**config.mk**
```make
export PLATFORM = sky130hd
export DESIGN_NAME = seg7_scan_ctrl
export DESIGN_NICKNAME = d
export VERILOG_FILES = /design/src/rtl/seg7_scan_ctrl.sv
export SDC_FILE = /design/constraint.sdc
export NUM_CORES = 1
export LEC_CHECK = 0
export CAP_MARGIN = 40
export CORE_MARGIN = 10
export CORE_UTILIZATION = 55
export DETAILED_ROUTE_END_ITERATION = 16
export PLACE_DENSITY = 0.84
export SLEW_MARGIN = 0
export SYNTH_ARGS = -nofsm -noshare
export SYNTH_HDL_FRONTEND = slang
export SYNTH_SLANG_ARGS = --single-unit
```
**constraint.sdc**
```tcl
create_clock -name clk -period 4.9 [get_ports clk]
set_clock_uncertainty 0.05 [all_clocks]
set_input_delay 0.735 -clock clk [delete_from_list [all_inputs] [get_ports clk]]
set_output_delay 0.735 -clock clk [all_outputs]
set_load 0.02 [all_outputs]
```
**src/rtl/seg7_scan_ctrl.sv**
```systemverilog
// Time-multiplexed scan controller for a common-anode multi-digit 7-segment
// display sharing a single external bcd_to_7 decoder. Each digit slot is a
// BLANK guard (anodes off, decoder settling) followed by a DRIVE window. New
// display values arrive through a load/ready handshake into a shadow register
// and are swapped into the active register only at the frame boundary.
//
//   state   | meaning
//   --------+------------------------------------------------------------
//   BLANK   | all anodes off, decoder fed the next digit, lasts BLANK_CYCLES
//   DRIVE   | anode idx on, segments gated onto bus, lasts REFRESH_DIV
module seg7_scan_ctrl #(
    parameter int NUM_DIGITS   = 4,
    parameter int REFRESH_DIV  = 1000,
    parameter int BLANK_CYCLES = 2
) (
    input  logic                    clk,
    input  logic                    rst_n,
    input  logic                    load,
    output logic                    ready,
    input  logic [4*NUM_DIGITS-1:0] bcd_in,
    input  logic                    blank_lz,
    output logic                    x1,
    output logic                    x2,
    output logic                    x3,
    output logic                    x4,
    input  logic                    A,
    input  logic                    B,
    input  logic                    C,
    input  logic                    D,
    input  logic                    E,
    input  logic                    F,
    input  logic                    G,
    output logic [6:0]              seg,
    output logic [NUM_DIGITS-1:0]   an,
    output logic                    frame_tick
);

    localparam int CNT_MAX = (REFRESH_DIV > BLANK_CYCLES) ? REFRESH_DIV : BLANK_CYCLES;
    localparam int CW      = (CNT_MAX > 1) ? $clog2(CNT_MAX) : 1;
    localparam int IW      = (NUM_DIGITS > 1) ? $clog2(NUM_DIGITS) : 1;

    typedef enum logic {
        ST_BLANK = 1'b0,
        ST_DRIVE = 1'b1
    } state_t;

    state_t                  state;
    logic [IW-1:0]           idx;
    logic [CW-1:0]           cnt;
    logic [4*NUM_DIGITS-1:0] active;
    logic [4*NUM_DIGITS-1:0] shadow;
    logic                    pending;

    logic                    blank_done;
    logic                    drive_done;
    logic                    last_digit;
    logic [3:0]              cur_digit;
    logic [NUM_DIGITS-1:0]   upper_zero;
    logic                    lz_hit;
    logic                    suppress;

    assign blank_done = (state == ST_BLANK) && (cnt == CW'(BLANK_CYCLES - 1));
    assign drive_done = (state == ST_DRIVE) && (cnt == CW'(REFRESH_DIV - 1));
    assign last_digit = (idx == IW'(NUM_DIGITS - 1));

    // Frame boundary: last cycle of the last digit's drive window.
    assign frame_tick = drive_done && last_digit;

    // Slot sequencer: BLANK guard then DRIVE window, advancing idx after each drive.
    always_ff @(posedge clk or negedge rst_n) begin
        if (!rst_n) begin
            state <= ST_BLANK;
            cnt   <= '0;
            idx   <= '0;
        end else begin
            case (state)
                ST_BLANK: begin
                    if (blank_done) begin
                        state <= ST_DRIVE;
                        cnt   <= '0;
                    end else begin
                        cnt <= cnt + 1'b1;
                    end
                end
                ST_DRIVE: begin
                    if (drive_done) begin
                        state <= ST_BLANK;
                        cnt   <= '0;
                        idx   <= last_digit ? '0 : idx + 1'b1;
                    end else begin
                        cnt <= cnt + 1'b1;
                    end
                end
                default: begin
                    state <= ST_BLANK;
                    cnt   <= '0;
                end
            endcase
        end
    end

    // Load handshake into shadow; swap into active only at the frame boundary.
    // ready is the inverse of pending, so a load and a swap never coincide.
    always_ff @(posedge clk or negedge rst_n) begin
        if (!rst_n) begin
            active  <= '0;
            shadow  <= '0;
            pending <= 1'b0;
            ready   <= 1'b1;
        end else if (load && ready) begin
            shadow  <= bcd_in;
            pending <= 1'b1;
            ready   <= 1'b0;
        end else if (frame_tick && pending) begin
            active  <= shadow;
            pending <= 1'b0;
            ready   <= 1'b1;
        end
    end

    // Digit mux and leading-zero detection: upper_zero[i] means digits i..top are all 0.
    always_comb begin
        cur_digit = '0;
        lz_hit    = 1'b0;
        upper_zero[NUM_DIGITS-1] = (active[4*NUM_DIGITS-1 -: 4] == 4'd0);
        for (int i = NUM_DIGITS - 2; i >= 0; i--) begin
            upper_zero[i] = upper_zero[i+1] && (active[i*4 +: 4] == 4'd0);
        end
        for (int i = 0; i < NUM_DIGITS; i++) begin
            if (idx == IW'(i)) begin
                cur_digit = active[i*4 +: 4];
            end
        end
        // Digit 0 is never leading-zero blanked, so the scan starts at 1.
        for (int i = 1; i < NUM_DIGITS; i++) begin
            if (idx == IW'(i)) begin
                lz_hit = upper_zero[i];
            end
        end
    end

    assign suppress = (cur_digit > 4'd9) || (blank_lz && lz_hit);

    assign {x1, x2, x3, x4} = cur_digit;

    // Anode decode: only the current digit is pulled low, and only while driving.
    always_comb begin
        an = '1;
        for (int i = 0; i < NUM_DIGITS; i++) begin
            if ((state == ST_DRIVE) && (idx == IW'(i))) begin
                an[i] = 1'b0;
            end
        end
    end

    assign seg = ((state == ST_DRIVE) && !suppress) ? {A, B, C, D, E, F, G} : 7'b0;

endmodule

```
==> results.ini, run 1 <==
[outcome]
run_status=finished, final reports clean

[floorplanning]
coreArea_um2=4000
die_area_um2=7070
rows=23
io_pins=44
dieWidth_um=84.1
start_util_pct=56.5
die_h_um=84.1

[pwr]
power.total_mw=0.690
p_per_area_nw_per_um2=242
leakagePower_nw=1.32
irDropWorstVdd_mv=0.210

[timing]
period_minus_slack_ps=3710
fmax_ghz=0.269
finalSetupTns_ps=0
worst_pin_slew_ps=581
max_slew_margin_pct=61.1
timing.final.ws_setup_ps=1190
setup_viol=0
period_share_pct=75.8
rsz0062_at_grt=false
maxSlewViolCount=0
hold_viol=0

[final_layout]
final_cell_mix=dfrtp_1, clkdlybuf4s50_1, mux2_2
drive_above_1_share_pct=19.7
layout.nets=271
area_growth_pct=25.9
fin_area_um2=2850
n_fill_cell=293
multi_input_area_um2=1020
seq_area_um2=1180
final_common_cell=dfrtp_1
diodes=0

[clock_tree]
cts-buffers-inserted=5
clkLatencyLatePin_ps=290
cts_setup_buffers=0
hold_buffers=0
cts_max_level=2
cts_sinks=47
cts_tree=done
cts_resized=0
clkTransAtPathRegs_ps=90
clk_path_buf_depth=2
cts-root-buf=clkbuf_8

[critical_path]
rr_endpoint=active[15]$_DFFE_PN0P_
cp_max_fo=16
end_kind=output pin
r2r_cells=4
r2r-start=state$_DFF_PN0_
worst_setup_path_start_kind=flop
arrival_ps=2930
r2r_slack_ps=2640
path_class=reg -> out
required_ps=4120

[detailed_routing]
dr.pass1.iters=4
ant_nets=0
drt-vias-per-instance=5.30
wirelength_um=4580
dr_total_vias=1531
wl_per_cell_um=15.8
drt_iter0_drc=76
drc=0

[place]
io_buffers=43
post_dp_cell_area_um2=2750
dpl.hpwl_um=3480
dp_slack_ps=1530
place.gp.congestion=0.815

[logic_synthesis]
yosysUniqueCellTypes=34
synth_fp_nets=225
postSynthCellCount=192
ys_warn_count=0
syn_area_um2=2260
ys_seq_area_share_pct=52.1
ys_ff_latch=47
postSynthAreaPerCell_um2=11.8

[global_routing]
grt_remaining_overflow=0
grtUsageTotal_pct=13.8
grt_pass1_wl_um=8070
grt_pass1_vias=1625
antenna_found_initial=0
grt_max_degree=25

[run]
max-cap-violations=0

[worst_hold_path]
hold_class=in -> async

worst max-delay path: stages (launching register included):
cell and delay (ps):
dfrtp_1 400, ha_1 540, a211oi_1 100, a211oi_1 390, a2bb2oi_1 530, nor3_1 100
clkdlybuf4s50_1 570
synth_stat cells (all sizes together):
cell      n  area [µm²]
dfrtp    46        1150
mux2     32         394
nand2    21        78.8
nor2     12        45.0
nor3     12        60.1
inv       9        33.8
ha        6        75.1
xnor2     6        52.6
clkbuf    5        18.8
o21ai     5        25.0
a211oi    4        30.0
nor4      4        40.0
nand3     3        15.0
nand3b    3        22.5
nand4     3        40.0
a21oi     2        10.0
and2      2        12.5
nand2b    2        12.5
nor2b     2        12.5
nor3b     2        15.0
xor2      2        17.5
a221o     1        10.0
a221oi    1        8.76
a2bb2oi   1        8.76
buf       1        11.3
dfstp     1        26.3
nand4b    1        8.76
o2111ai   1        8.76
o31ai     1        7.51
or4       1        7.51
sequential cells by signal (all words and copies together), names as in the netlist:
register,cells
state,1
ready,1
active,16
cnt,10
pending,1
idx,2
shadow,16
per-layer routing:
| layer | track usage, % | vias up | part of all wire [%] |
|---|---|---|---|
| li1 | - | 765 | - |
| met1 | 17.9 | 730 | 47 |
| met2 | 21.4 | 34 | 47 |
| met3 | 4.30 | 2 | 4.9 |
| met4 | 3.65 | 0 | 0.50 |
| met5 | 0 | - | 0 |
worst max-delay path by stage:
stage                                   from  depth (start not counted)     end  slack, ps
final                     idx[0]$_DFFE_PN0P_                          6  seg[1]       1190
after global routing      idx[0]$_DFFE_PN0P_                          6  seg[6]        830
after CTS                 idx[0]$_DFFE_PN0P_                          6  seg[1]       1180
after detailed placement  idx[0]$_DFFE_PN0P_                          6  seg[1]       1530
after global placement    idx[0]$_DFFE_PN0P_                          6  seg[3]       1600
after floorplan           idx[1]$_DFFE_PN0P_                          7  seg[0]       1840
power by group:
part / switching [mW] / internal [mW]
Combinational: 0.0198 / 0.0344
Sequential: 0.00607 / 0.399
Clock: 0.129 / 0.102
Total: 0.155 / 0.535
final cells by class:
type,count,share of cell area (%)
flip-flops and latches,47,41.4
multi-input cells,130,35.8
repair buffers,45,16.2
clock buffers,5,2.42
well taps,50,2.20
inverters,9,1.19
clock inverters,3,0.836
logic make-up after synthesis:
kind of cell	after synthesis	share of synthesized area (%)
xor gates and xnor gates	8	3.10
muxes	32	17.4
and+or+nand+nor	68	16.4
buffers and inverters	15	2.82
DFF	47	52.1
AOI/OAI and AO/OA	16	4.82
adders and majority gates	6	3.32
per-stage QoR:
stage          cells  hold slack, ps  utilization, %
4_1_cts          289             384            71.1
2_1_floorplan    192             389               -
5_1_grt          289             400            71.1
6_report         289             381            71.1
3_3_place_gp     280             430            68.1
3_5_place_dp     281             442            68.8
Power figures use the tool's default switching activity.
==> run 2, diff against run 1 <==
--- a/config.mk
+++ b/config.mk
@@ -7,9 +7,9 @@
 export LEC_CHECK = 0
 export CAP_MARGIN = 40
 export CORE_MARGIN = 10
-export CORE_UTILIZATION = 55
+export CORE_UTILIZATION = 46
 export DETAILED_ROUTE_END_ITERATION = 16
-export PLACE_DENSITY = 0.84
+export PLACE_DENSITY = 0.75
 export SLEW_MARGIN = 0
 export SYNTH_ARGS = -nofsm -noshare
 export SYNTH_HDL_FRONTEND = slang
==> constraint.sdc (replaced) <==
create_clock -name clk -period 3.4 [get_ports clk]
set_clock_uncertainty 0.05 [all_clocks]
set_input_delay 0.51 -clock clk [delete_from_list [all_inputs] [get_ports clk]]
set_output_delay 0.51 -clock clk [all_outputs]
set_load 0.02 [all_outputs]
==> run 2 against run 1 <==
  * Critical path type unchanged
  * Register-to-register slack got worse by 1400 ps
  * Final area increased by 2.5%
  * Wire length increased by 5.8%
==> results.ini, run 2 (synthesis gave the netlist of run 1 again) <==
[outcome]
run_status=finished, final reports clean

[detailed_routing]
dr.pass1.iters=4
ant_nets=0
wl_per_cell_um=15.7
drc=0
drt_iter0_drc=95
dr_total_vias=1597
drt-vias-per-instance=5.19
wirelength_um=4840

[critical_path]
crit_chain=inv_1 > ha_2 > nor3b_1 > a221oi_2 > a2bb2oi_1 > buf_4 > nor3_1 > clkdlybuf4s50_1
r2r-start=state$_DFF_PN0_
arrival_ps=2690
required_ps=2840
end_kind=output pin
cpMaxStageDelayCell=clkdlybuf4s50_1
path_class=reg -> out
worst_setup_path_start_kind=flop
crit_path_start=idx[0]$_DFFE_PN0P_
cp_max_fo=10
max_stage_delay_ps=640

[global_routing]
grt_pass1_vias=1664
grt_remaining_overflow=0
antenna_found_initial=0
grtUsageTotal_pct=12.5
grt_pass1_wl_um=8420
grt_max_degree=31

[clock_tree]
clk_path_buf_depth=2
clkLatencyLatePin_ps=310
cts-root-buf=clkbuf_8
clkTransAtPathRegs_ps=100
cts_sinks=47
cts_max_level=2
cts_tree=done
cts-buffers-inserted=5
cts_setup_buffers=0

[final_layout]
final_common_cell=dfrtp_1
top_regs=active: 16 flops, shadow: 16 flops, cnt: 10 flops
final_cell_mix=dfrtp_1, clkdlybuf4s50_1, mux2_2
diodes=0
area_growth_pct=29.0
drive_above_1_share_pct=22.4
layout.nets=273
n_fill_cell=410

[floorplanning]
coreArea_um2=4750
io_pins=44
rows=25
dieWidth_um=90.1
die_h_um=90.1
die_area_um2=8120
start_util_pct=47.5

[timing]
holdWs_ps=73.6
setup_viol=0
hold_viol=0
period_share_pct=95.6
maxSlewViolCount=0
finalSetupTns_ps=0
period_minus_slack_ps=3250
rsz0062_at_grt=false
fmax_ghz=0.308
max_slew_margin_pct=71.7
worst_pin_slew_ps=424

[place]
dpl.hpwl_um=3700
io_buffers=43
place.gp.congestion=0.872

[pwr]
leakagePower_nw=1.34
irDropWorstVdd_mv=0.296
p_per_area_nw_per_um2=371

[worst_hold_path]
hold_class=in -> async

[run]
max-cap-violations=0

-- run 2: path summary, 6_finish.rpt --
check | slack (ps) | to | depth (start not counted)
min in group clk | 440 | cnt[0]$_DFF_PN0_ | 1
min | 70 | shadow[2]$_DFFE_PN0P_ | 1
max reg2reg | 1280 | active[7]$_DFFE_PN0P_ | 5
max | 150 | seg[0] | 8
min reg2reg | 440 | cnt[0]$_DFF_PN0_ | 1
max in group asynchronous | 2720 | cnt[9]$_DFF_PN0_ | 2
-- run 2: critical path, delay by kind of cell, from the launching register on --
family                     cells  cell delay, ps
AOI/OAI and AO/OA              2             250
adders and majority gates      1             290
buffers and inverters          3             910
DFF                            1             420
and+or+nand+nor                2             500
-- run 2: power by group --
part | internal [mW] | leakage [nW] | total [mW] | switching (mW)
Combinational | 0.0487 | 0.679 | 0.0769 | 0.0282
Clock | 0.223 | 0.0587 | 0.421 | 0.198
Sequential | 0.575 | 0.605 | 0.583 | 0.00847
Total | 0.847 | 1.34 | 1.08 | 0.235
-- run 2: routing by layer --
layer | part of all wire (%) | global-route usage (%)
met3 | 3.6 | 3.08
met4 | 1.7 | 4.91
met2 | 48 | 20.1
met1 | 47 | 15.7
met5 | 0 | 0
-- run 2: area by class of cell --
cell class	count	area, µm²	area share, %
clock buffer	5	68.8	2.36
clock inverter	3	47.5	1.63
inverter	9	33.8	1.16
multi-input combinational	130	1040	35.5
sequential	47	1180	40.4
tap	67	83.8	2.88
timing repair buffer	47	468	16.1
-- run 2: through the flow --
stage	setup WS, ps	power [mW]	utilization (%)	area [µm²]	cells
after floorplan	569	0.616	-	2260	192
after global placement	424	0.667	58.1	2760	299
after detailed placement	316	0.674	58.5	2780	300
after CTS	54.3	1.09	61.1	2900	308
after global routing	26.6	1.13	61.3	2920	308
final	151	1.08	61.3	2920	308
-- run 2: repair_timing --
action / in CTS / in global routing
hold endpoints to repair: 0 / 0
hold buffers: 0 / 0
cloned: 0 / 0
setup endpoints to repair: 5 / 7
resized for setup: 2 / 3
==> run 3, diff against run 2 <==
--- a/config.mk
+++ b/config.mk
@@ -6,10 +6,12 @@
 export NUM_CORES = 1
 export LEC_CHECK = 0
 export CAP_MARGIN = 40
+export CORE_ASPECT_RATIO = 1.2
 export CORE_MARGIN = 10
-export CORE_UTILIZATION = 46
+export CORE_UTILIZATION = 56
 export DETAILED_ROUTE_END_ITERATION = 16
-export PLACE_DENSITY = 0.75
+export DONT_BUFFER_PORTS = 1
+export PLACE_DENSITY = 0.74
 export SLEW_MARGIN = 0
 export SYNTH_ARGS = -nofsm -noshare
 export SYNTH_HDL_FRONTEND = slang
==> run 3 against run 2 <==
  * Non-clock buffer count fell by 42
  * Sequential share of layout area grew 8.0 points
  * Wire length is 12% lower
  * Flip-flop and latch count did not move
  * Largest power group unchanged
  * Fmax up 4.2%
  * Clock-buffer cell count grew 1
  * Sequential power hardly changed
  * Final area down 16%
  * Worst setup slack gained 130 ps
  * Highest routed layer unchanged
  * Power is 14% lower
  * Largest cell class unchanged
  * Utilization is 0.96 points higher
==> results.ini, run 3 (synthesis gave the netlist of run 1 again) <==
[timing]
timing.final.ws_setup_ps=282
period_share_pct=91.7
finalSetupTns_ps=0
period_minus_slack_ps=3120
fmax_ghz=0.321
maxSlewViolCount=0
setup_viol=0
hold_viol=0
max_slew_margin_pct=48.3
worst_pin_slew_ps=770
rsz0062_at_grt=false

[floorplanning]
dieWidth_um=78.0
die_area_um2=6990
die_h_um=89.6
start_util_pct=57.8
coreArea_um2=3910
io_pins=44
rows=25

[global_routing]
grt_pass1_vias=1568
antenna_found_initial=0
grtUsageTotal_pct=13.0
grt_max_degree=47
grt_pass1_wl_um=7290
grt_remaining_overflow=0

[run]
max-cap-violations=0

[final_layout]
seq_area_um2=1180
drive_above_1_share_pct=23.6
diodes=0
final_common_cell=dfrtp_1
area_growth_pct=7.75
multi_input_area_um2=1020
top_regs=active: 16 flops, shadow: 16 flops, cnt: 10 flops
layout.nets=231
final_cell_mix=dfrtp_1, mux2_2, nand2_1
n_fill_cell=327

[clock_tree]
cts_setup_buffers=0
clkLatencyLatePin_ps=290
cts-buffers-inserted=5
clkTransAtPathRegs_ps=80
hold_buffers=2
cts_resized=0
cts_tree=done
cts_sinks=47
cts-root-buf=clkbuf_8
clk_path_buf_depth=2
cts_max_level=2

[critical_path]
path_class=reg -> out
arrival_ps=2560
r2r_slack_ps=1070
required_ps=2840
worst_setup_path_start_kind=flop
cp_max_fo=16
r2r_cells=4
rr_endpoint=active[15]$_DFFE_PN0P_
r2r-start=state$_DFF_PN0_
end_kind=output pin

[detailed_routing]
ant_nets=0
drc=0
wirelength_um=4260
dr.pass1.iters=4
drt_iter0_drc=82
dr_total_vias=1443
drt-vias-per-instance=5.70
wl_per_cell_um=16.8

[place]
place.gp.congestion=0.852
io_buffers=0
dpl.hpwl_um=3260
dp_slack_ps=658

[pwr]
p_comb_share_pct=4.3
irDropWorstVdd_mv=0.307
p_sw_share_pct=21.2
switchingPower_mw=0.198
clockPowerShare_pct=33.3
p_int_mw=0.736
leakagePower_nw=1.17
p_seq_share_pct=62.4
p_per_area_nw_per_um2=384

[outcome]
run_status=finished, final reports clean

[worst_hold_path]
hold_class=in -> async

[run 3: metal layers]
layer  part of all wire, %  GRT usage [%]
met5                     0              0
met4                   1.2           5.55
met3                    10           6.08
met2                    50           23.3
met1                    38           12.8
[run 3: final cells by class]
class                      instances  area share [%]
sequential                        47            48.4
multi-input combinational        130            41.8
clock buffer                       6            2.98
tap                               54            2.77
timing repair buffer               5            2.16
inverter                           9            1.39
clock inverter                     2           0.514
[run 3: worst max-delay path by stage]
stage | startpoint | to | cells after the start
floorplan | idx[1]$_DFFE_PN0P_ | seg[0] | 7
global placement | idx[0]$_DFFE_PN0P_ | seg[1] | 6
detailed placement | idx[0]$_DFFE_PN0P_ | seg[5] | 6
CTS | idx[0]$_DFFE_PN0P_ | seg[5] | 7
global route | idx[0]$_DFFE_PN0P_ | seg[0] | 6
finish | idx[0]$_DFFE_PN0P_ | seg[2] | 6
[run 3: worst max-delay path, stage by stage, from the launching register on]
cell and delay, ps:
dfrtp_1 410, ha_1 510, a211oi_1 100, a221oi_1 290
buf_4 200, a2bb2oi_1 490, nor3_1 250
[run 3: power groups by stage]
stage	Combinational, mW	Clock [mW]	Sequential [mW]
final	0.0401	0.311	0.583
after global routing	0.0458	0.356	0.586
after CTS	0.0416	0.326	0.583
after detailed placement	0.0270	0	0.595
after global placement	0.0261	0	0.594
after floorplan	0.0246	0	0.591
[run 3: metrics by stage]
stage	std cells	power (mW)	instance area [µm²]	utilization, %	hold WS, ps
floorplan	192	0.616	2260	-	164
CTS	253	0.951	2430	62.3	3.02
finish	253	0.934	2430	62.3	4.73
global placement	243	0.620	2320	59.3	166
detailed placement	243	0.622	2320	59.3	166
global route	253	0.987	2430	62.3	6.09
